--- src/rtl/ahb3lite_arbiter.sv ---
// ahb3lite_arbiter: round-robin arbiter for the shared AHB3-Lite master port.
// Grants one requester at a time and only hands over between transfers,
// never inside a fixed-length burst or a locked sequence. Drives the
// address-phase and data-phase master-select indices for the external muxes.
module ahb3lite_arbiter #(
   parameter int NUM_MASTERS = 4,
   parameter int MW          = $clog2(NUM_MASTERS)
) (
   input  logic                   HCLK,
   input  logic                   HRESET,
   input  logic [NUM_MASTERS-1:0] HBUSREQ,
   input  logic [NUM_MASTERS-1:0] HLOCK,
   input  logic [1:0]             HTRANS,
   input  logic [3:0]             HBURST,
   input  logic                   HREADY,
   output logic [NUM_MASTERS-1:0] HGRANT,
   output logic [MW-1:0]          HMASTER,
   output logic [MW-1:0]          HMASTER_D,
   output logic                   HMASTLOCK
);

   localparam logic [1:0] TR_IDLE   = 2'b00;
   localparam logic [1:0] TR_BUSY   = 2'b01;
   localparam logic [1:0] TR_NONSEQ = 2'b10;
   localparam logic [1:0] TR_SEQ    = 2'b11;

   localparam logic [3:0] BU_SINGLE = 4'd0;
   localparam logic [3:0] BU_INCR   = 4'd1;
   localparam logic [3:0] BU_WRAP4  = 4'd2;
   localparam logic [3:0] BU_INCR4  = 4'd3;
   localparam logic [3:0] BU_WRAP8  = 4'd4;
   localparam logic [3:0] BU_INCR8  = 4'd5;
   localparam logic [3:0] BU_WRAP16 = 4'd6;
   localparam logic [3:0] BU_INCR16 = 4'd7;

   typedef enum logic [1:0] {PARK, OWN, BURST, LOCKED} state_t;

   // Remaining beats after the NONSEQ of a fixed-length burst; 0 for open-ended ones.
   function automatic logic [3:0] burst_beats(input logic [3:0] burst);
      case (burst)
         BU_WRAP4,  BU_INCR4:  burst_beats = 4'd3;
         BU_WRAP8,  BU_INCR8:  burst_beats = 4'd7;
         BU_WRAP16, BU_INCR16: burst_beats = 4'd15;
         default:              burst_beats = 4'd0;
      endcase
   endfunction

   state_t                 state;
   logic [MW-1:0]          last;
   logic [3:0]             beats;
   logic [MW-1:0]          gidx;
   logic [MW-1:0]          cand;
   logic [MW-1:0]          idx;
   logic                   found;
   logic                   any_req;
   logic [NUM_MASTERS-1:0] cand_onehot;
   logic                   owner_req;
   logic                   owner_lock;
   logic                   others_req;
   logic                   is_idle;
   logic                   is_nonseq;
   logic                   is_seq;
   logic                   open_beat;
   logic                   start_burst;
   logic                   owner_active;
   logic                   own_handover;
   logic                   burst_done;
   logic                   handover;

   // Encode the one-hot grant into the owner index.
   always_comb begin
      gidx = '0;
      for (int i = 0; i < NUM_MASTERS; i++)
         if (HGRANT[i]) gidx = gidx | MW'(i);
   end

   // Round-robin scan starting just after the last winner; park on master 0.
   always_comb begin
      cand    = '0;
      idx     = '0;
      found   = 1'b0;
      any_req = |HBUSREQ;
      for (int i = 1; i <= NUM_MASTERS; i++) begin
         idx = MW'((int'(last) + i) % NUM_MASTERS);
         if (!found && HBUSREQ[idx]) begin
            cand  = idx;
            found = 1'b1;
         end
      end
      cand_onehot = NUM_MASTERS'(1) << cand;
   end

   // Handover qualification. HTRANS belongs to the address-phase owner, so the
   // granted master's traffic is only judged once it actually owns the address bus.
   always_comb begin
      owner_req    = HBUSREQ[gidx];
      owner_lock   = HLOCK[gidx];
      others_req   = |(HBUSREQ & ~HGRANT);
      is_idle      = (HTRANS == TR_IDLE);
      is_nonseq    = (HTRANS == TR_NONSEQ);
      is_seq       = (HTRANS == TR_SEQ);
      open_beat    = (is_nonseq || is_seq) && (HBURST == BU_SINGLE || HBURST == BU_INCR);
      start_burst  = HREADY && is_nonseq && (burst_beats(HBURST) != 4'd0);
      owner_active = (HMASTER == gidx);
      own_handover = HREADY && (beats == 4'd0) && owner_active && !start_burst && !owner_lock &&
                     (!owner_req || is_idle || (others_req && open_beat));
      burst_done   = HREADY && ((beats == 4'd0) || is_idle);
      handover     = ((state == PARK)  && HREADY && any_req) ||
                     ((state == OWN)   && own_handover) ||
                     ((state == BURST) && burst_done);
   end

   // Beat counter tracking how much of a fixed-length burst is still owed.
   always_ff @(posedge HCLK or posedge HRESET) begin
      if (HRESET) begin
         beats <= 4'd0;
      end else if (HREADY) begin
         case (HTRANS)
            TR_NONSEQ: beats <= burst_beats(HBURST);
            TR_SEQ:    if (beats != 4'd0) beats <= beats - 4'd1;
            TR_BUSY:   beats <= beats;
            default:   beats <= 4'd0;
         endcase
      end
   end

   // Arbitration FSM owning the grant and the round-robin pointer.
   always_ff @(posedge HCLK or posedge HRESET) begin
      if (HRESET) begin
         state  <= PARK;
         HGRANT <= NUM_MASTERS'(1);
         last   <= '0;
      end else if (handover) begin
         if (any_req) begin
            HGRANT <= cand_onehot;
            last   <= cand;
            state  <= OWN;
         end else begin
            HGRANT <= NUM_MASTERS'(1);
            state  <= PARK;
         end
      end else begin
         case (state)
            OWN: begin
               if (owner_lock)       state <= LOCKED;
               else if (start_burst) state <= BURST;
            end
            LOCKED: begin
               if (!owner_lock && HREADY && (is_nonseq || is_seq)) state <= OWN;
            end
            default: ;
         endcase
      end
   end

   // Address/data-phase owner pipeline, advancing only on ready cycles.
   always_ff @(posedge HCLK or posedge HRESET) begin
      if (HRESET) begin
         HMASTER   <= '0;
         HMASTER_D <= '0;
         HMASTLOCK <= 1'b0;
      end else if (HREADY) begin
         HMASTER   <= gidx;
         HMASTER_D <= HMASTER;
         HMASTLOCK <= owner_lock;
      end
   end

endmodule

--- config.mk ---
export PLATFORM = sky130hd
export DESIGN_NAME = ahb3lite_arbiter
export DESIGN_NICKNAME = d
export VERILOG_FILES = /design/src/rtl/ahb3lite_arbiter.sv
export SDC_FILE = /design/constraint.sdc
export NUM_CORES = 1
export LEC_CHECK = 0
export ABC_AREA = 1
export CAP_MARGIN = 40
export CORE_MARGIN = 3
export CORE_UTILIZATION = 50
export CTS_CLUSTER_DIAMETER = 50
export DETAILED_ROUTE_END_ITERATION = 8
export PLACE_DENSITY_LB_ADDON = 0.15
export REMOVE_ABC_BUFFERS = 1
export SYNTH_ARGS = -nofsm -noshare
export SYNTH_HDL_FRONTEND = slang
export SYNTH_SLANG_ARGS = --single-unit
--- constraint.sdc ---
create_clock -name HCLK -period 2.5 [get_ports HCLK]
set_input_delay 0.25 -clock HCLK [delete_from_list [all_inputs] [get_ports HCLK]]
set_output_delay 0.25 -clock HCLK [all_outputs]
set_load 0.1 [all_outputs]
==> results.sh, run 1 <==
export IMPL_vdd_ir_drop_max_mv=1.11
export IMPL_initial_utilization_pct=55.6
export IMPL_wl_mm=3.10
export IMPL_grt_overflow_total=0
export IMPL_skew_ps=10.6
export IMPL_postCtsSetupBuffers=0
export IMPL_finalSetupViolCount=0
export IMPL_required_ps=2740
export IMPL_syn_area_um2=1290
export IMPL_ys_async_sr_fraction_pct=100
export IMPL_wl_met3_um=141
export IMPL_cts_sinks=17
export IMPL_die_x_um=56.8
export IMPL_status="completed"
export IMPL_wire_per_inst_um=12.3
export IMPL_hold_viol=0
export IMPL_crit_arrival_ps=2090
export IMPL_switching_share_pct=59.4
export IMPL_clk_pin_slew_worst_paths_ps=110
export IMPL_cts_resized=0
export IMPL_start_kind="register"
export IMPL_intPower_w=0.000816
export IMPL_synth_largest_area_cell="dfrtp_1"
export IMPL_synth_avg_cell_area_um2=6.51
export IMPL_fillers=212
export IMPL_top_layer="met4"
export IMPL_critPathBufInv=1
export IMPL_antenna_found_initial=0
export IMPL_design_core_area_um2=2320
export IMPL_synth_most_common_cell="nand2_1"
export IMPL_crit_chain="inv_1, nand2_1, nand2_1, nand2_1, nand2_1, nor2_2, nand2_1, nand3_1, nand2_2, nor2_1, nand2_1, nand2_1"
export IMPL_met1_length_mm=1.38
export IMPL_worst_slew_pin_slew_ps=667
export IMPL_ctsHoldBuffers=0
export IMPL_synth_edf_count=0
export IMPL_crit_top_cell="nand2_1"
export IMPL_cp_slowest_cell="dfrtp_1"
export IMPL_critPathCaptureType="register"
export IMPL_yosysWarnings=0
export IMPL_antenna_cells=0
export IMPL_ios=26
export IMPL_num_nets_final=243
export IMPL_clkLatencyLatePin_ps=290
export IMPL_track_usage_pct=20.0
export IMPL_power_density_nw_per_um2=1300
export IMPL_synth_top_area_share_pct=31.1
export IMPL_power_leakage_nw=0.815
export IMPL_ant_nets=0
export IMPL_switching_power_w=0.00119
export IMPL_ys_seq_elements=17
export IMPL_cts_buffers=3
export IMPL_io_buffers=24
export IMPL_syn_inst=198
export IMPL_path_class="reg2reg"
export IMPL_drive_gt1_share_pct=13.4
export IMPL_viasPerCell=5.38
export IMPL_cp_max_fo=11
export IMPL_firstDrtPassIters=4
export IMPL_ys_flop_type="dfrtp_1"
export IMPL_route_vias_total=1357
export IMPL_met2_length_mm=1.55
export IMPL_crit_family="simple AND/OR/NAND/NOR gates"
export IMPL_synthTopCellsByCount="nand2_1, inv_1, nand3_1"
export IMPL_placed_cells=248
export IMPL_clkPwrFrac_pct=7.4
export IMPL_seq_area_frac_synth_pct=33.1
export IMPL_drv_cap=0
export IMPL_period_needed_ps=1850
export IMPL_htreeDepth=1
export IMPL_first_global_vias=1271
export IMPL_worst_hold_path_type="in2async"
export IMPL_maxSlewViolCount=0
export IMPL_relSlewSlack_pct=55.5
export IMPL_clk_path_buf_depth=2
export IMPL_combPwrFrac_pct=67.3
export IMPL_finalCritPeriodShare_pct=73.9
export IMPL_synthDistinctLibCells=30
export IMPL_die_y_um=56.8
export IMPL_grt_pass1_wl_mm=5.20
export IMPL_slowest_delay_ps=560
export IMPL_fin_setup_tns_ps=0
export IMPL_finalNonFillerCells=252
export IMPL_cts_root_buf="clkbuf_4"
export IMPL_globalplace_congestion=0.838
export IMPL_drc_errors=0
export IMPL_hpwl_mm=2.42
export IMPL_rsz0062_at_grt="false"
export IMPL_dieArea_um2=3220
export IMPL_fmax_ghz=0.541
export IMPL_syn_to_final_growth_pct=20.3
export IMPL_rows=17
export IMPL_grt_max_degree=18
export IMPL_synth_top_cells_by_area="dfrtp_1, nand2_1, nand3_1"
export IMPL_cts_tree="built"
export IMPL_pwr_share_seq_pct=25.2
export IMPL_drt_iter0_markers=32
## power groups by stage
stage | logic (W) | registers [W] | clock network (W)
floorplan | 0.000668 | 0.000890 | 0
detailed placement | 0.00135 | 0.000512 | 0
CTS | 0.00135 | 0.000505 | 0.000154
global route | 0.00148 | 0.000526 | 0.000166
global placement | 0.00131 | 0.000504 | 0
finish | 0.00135 | 0.000507 | 0.000149
## worst reg2reg max path, cell delays in order (launching register included)
cell,delay [ps]
dfrtp_1,560
inv_1,220
nand2_1,120
nand2_1,90
nand2_1,90
nand2_1,70
nor2_2,140
nand2_1,80
nand3_1,110
nand2_2,100
nor2_1,100
nand2_1,60
nand2_1,60
## cell type report
type	count	area (um2)	area share [%]
Inverter	30	113	7.26
Tap cell	28	35.0	2.26
Timing Repair Buffer	25	225	14.5
Multi-Input combinational cell	148	723	46.7
Sequential cell	17	427	27.5
Clock buffer	3	22.5	1.45
Clock inverter	1	5.00	0.323
## routing by layer
metal  global-route usage, %  vias to the layer above
met1                    23.2                      622
met4                    6.95                        0
met2                    36.5                       42
met5                       0                        -
met3                    3.22                        4
li1                        -                      689
## flip-flops by register name (all words and copies together), names as in the netlist
signal	cells
HMASTER	2
state	2
HGRANT	4
HMASTER_D	2
beats	4
HMASTLOCK	1
last	2
## final timing paths
kind / slack [ps] / start / cells after the start / end
worst max-delay path: 650 / last[0]$_DFFE_PP0P_ / 12 / HGRANT[2]$_DFFE_PP0P_
worst min-delay path: 330 / HRESET / 2 / HGRANT[3]$_DFFE_PP0P_
worst max register to register: 650 / last[0]$_DFFE_PP0P_ / 12 / HGRANT[2]$_DFFE_PP0P_
worst min register to register: 480 / HGRANT[0]$_DFFE_PP1P_ / 2 / HGRANT[0]$_DFFE_PP1P_
max in group asynchronous: 1730 / HRESET / 2 / beats[2]$_DFFE_PP0P_
min in group HCLK: 480 / HGRANT[0]$_DFFE_PP1P_ / 2 / HGRANT[0]$_DFFE_PP1P_
## placed cells by master, fill, tap and decap left out, drive strengths merged, types with 2 or more instances in the layout
cell type	n
a21oi	3
buf	10
clkbuf	3
clkdlybuf4s50	15
dfrtp	16
inv	30
nand2	75
nand3	22
nand4	9
nor2	10
o21ai	16
xor2	2
## metrics by stage
step	hold slack (ps)	instance area [um2]	power [W]	setup slack [ps]	utilization [%]
after floorplan	175	1260	0.00156	482	-
after global placement	455	1520	0.00181	635	65.7
after detailed placement	467	1520	0.00186	637	65.7
after CTS	355	1550	0.00201	665	66.9
after global routing	405	1550	0.00217	430	66.9
final	334	1550	0.00201	653	66.9
## logic make-up after synthesis
family	synth area share (%)
xor gates and xnor gates	1.36
DFF	33.1
adders and majority gates	0.971
AOI/OAI and AO/OA	10.8
buffers and inverters	10.8
and+or+nand+nor	43.0
Power figures use the tool's default switching activity.
==> inputs of run 2 (changes only) <==
- CORE_UTILIZATION: 50 -> 46
- clock period: 2.5 -> 1.6 ns (I/O delays scaled with it)
==> results.sh, run 2 (synthesized netlist as in run 1, its figures left out) <==
export IMPL_clkLatencyLatePin_ps=310
export IMPL_hold_ws_ps=155
export IMPL_busiest_layer="met2"
export IMPL_drc_errors=0
export IMPL_post_dp_cell_area_um2=1760
export IMPL_final_cell_mix="nand2_1, inv_1, buf_4"
export IMPL_grt_pass1_wl_mm=6.01
export IMPL_design_core_area_um2=2570
export IMPL_drt_iter0_markers=112
export IMPL_finalCritPeriodShare_pct=99.1
export IMPL_placed_cells=266
export IMPL_total_power_w=0.00412
export IMPL_fmax_ghz=0.630
export IMPL_fin_ws_ps=13.9
export IMPL_crit_top_cell="nand2_2"
export IMPL_cp_max_fo=5
export IMPL_die_y_um=58.9
export IMPL_ios=26
export IMPL_slowest_delay_ps=480
export IMPL_crit_arrival_ps=1790
export IMPL_largestRegisters="HGRANT: 4 flops, beats: 4 flops"
export IMPL_power_density_nw_per_um2=2060
export IMPL_met2_usage_pct=42.9
export IMPL_critPathCaptureType="register"
export IMPL_worst_slew_pin_slew_ps=264
export IMPL_met1_usage_pct=24.5
export IMPL_firstDrtPassIters=4
export IMPL_finalSetupViolCount=0
export IMPL_path_class="reg2reg"
export IMPL_maxSlewViolCount=0
export IMPL_cp_slowest_cell="dfrtp_2"
export IMPL_worst_hold_path_type="in2async"
export IMPL_rows=18
export IMPL_crit_family="simple AND/OR/NAND/NOR gates"
export IMPL_track_usage_pct=21.8
export IMPL_htreeDepth=1
export IMPL_route_vias_total=1586
export IMPL_antenna_found_initial=0
export IMPL_period_needed_ps=1590
export IMPL_skew_ps=2.78
export IMPL_fillers=179
export IMPL_viasPerCell=5.64
export IMPL_finalNonFillerCells=281
export IMPL_relSlewSlack_pct=82.3
export IMPL_grt_max_degree=18
export IMPL_globalplace_congestion=0.906
export IMPL_syn_to_final_growth_pct=55.0
export IMPL_cts_tree="built"
export IMPL_grt_overflow_total=0
export IMPL_die_x_um=58.9
export IMPL_wl_mm=3.83
export IMPL_regArea_um2=430
export IMPL_io_buffers=24
export IMPL_cts_buffers=3
export IMPL_initial_utilization_pct=50.2
export IMPL_status="completed"
export IMPL_met3_usage_pct=3.95
export IMPL_ant_nets=0
export IMPL_num_nets_final=270
export IMPL_vdd_ir_drop_max_mv=1.80
export IMPL_place_worst_setup_slack_ps=-147
export IMPL_rsz0062_at_grt="true"
export IMPL_drive_gt1_share_pct=36.7
export IMPL_power_leakage_nw=1.00
export IMPL_hpwl_mm=2.57
export IMPL_clk_path_buf_depth=2
export IMPL_final_common_cell="nand2_1"
export IMPL_crit_chain="nor2_4, nand2_2, nand3_2, nand3_2, nor2_2, nand2_2, nand2_4, nand2_4, nand2_2, nand2_1"
export IMPL_multi_input_area_um2=860
export IMPL_design_area_um2=2000
export IMPL_dieArea_um2=3470
export IMPL_clk_pin_slew_worst_paths_ps=110
export IMPL_drv_cap=0
export IMPL_critPathBufInv=0
export IMPL_wire_per_inst_um=13.6
export IMPL_first_global_vias=1501
export IMPL_cts_sinks=17
export IMPL_start_kind="register"
export IMPL_antenna_cells=0
export IMPL_hold_viol=0
export IMPL_required_ps=1800
export IMPL_cts_root_buf="clkbuf_4"
==> run 2: cell types whose count changed in the layout (fill, tap and decap cells not counted), sizes merged <==
cell | previous run | this run
buf | 10 | 35
nand2 | 75 | 76
nor2 | 10 | 11
==> run 2: path summary, 6_finish.rpt <==
kind / from / to / slack [ps] / cells past startpoint
max: HGRANT[3]$_DFFE_PP0P_ / last[0]$_DFFE_PP0P_ / 10 / 10
min: HRESET / beats[0]$_DFFE_PP0P_ / 150 / 3
max reg2reg: HGRANT[3]$_DFFE_PP0P_ / last[0]$_DFFE_PP0P_ / 10 / 10
min reg2reg: beats[2]$_DFFE_PP0P_ / beats[2]$_DFFE_PP0P_ / 520 / 1
max in group asynchronous: HRESET / HGRANT[0]$_DFFE_PP1P_ / 1190 / 3
min in group HCLK: beats[2]$_DFFE_PP0P_ / beats[2]$_DFFE_PP0P_ / 520 / 1
==> run 2: per-stage QoR <==
stage	TNS, ps	utilization, %
floorplan	-3260	-
global placement	-581	68.5
CTS	0	70.8
finish	0	77.8
global route	-406	77.8
detailed placement	-1070	68.5
==> run 2: timing repair <==
action                                  CTS  global route
buffers inserted                          1             7
endpoints found under the setup margin    6             8
pin swaps                                 2            17
resized for setup                         3            42
hold buffers                              0             0
gates cloned                              1             2
==> run 2: report_power, final <==
part           switching, W  total (W)  internal (W)
logic               0.00189    0.00306       0.00117
registers          0.000202   0.000806      0.000604
clock network      0.000154   0.000248     0.0000936
total               0.00225    0.00412       0.00187
==> run 2: cell type report <==
cell class,instances,share of cell area [%]
inverter,30,5.64
timing repair buffer,50,26.5
clock inverter,1,0.250
sequential,17,21.5
clock buffer,3,1.13
tap,30,1.88
multi-input combinational,150,43.0
==> run 2: tightest hold or removal path: cells and delay by family <==
family / cells / cell delay [ps]
buffers and inverters: 3 / 690
==> run 2: routing by layer <==
layer	vias up	wire, um
met4	0	83
met3	12	309
met1	749	1480
li1	750	-
met5	-	0
met2	75	1960
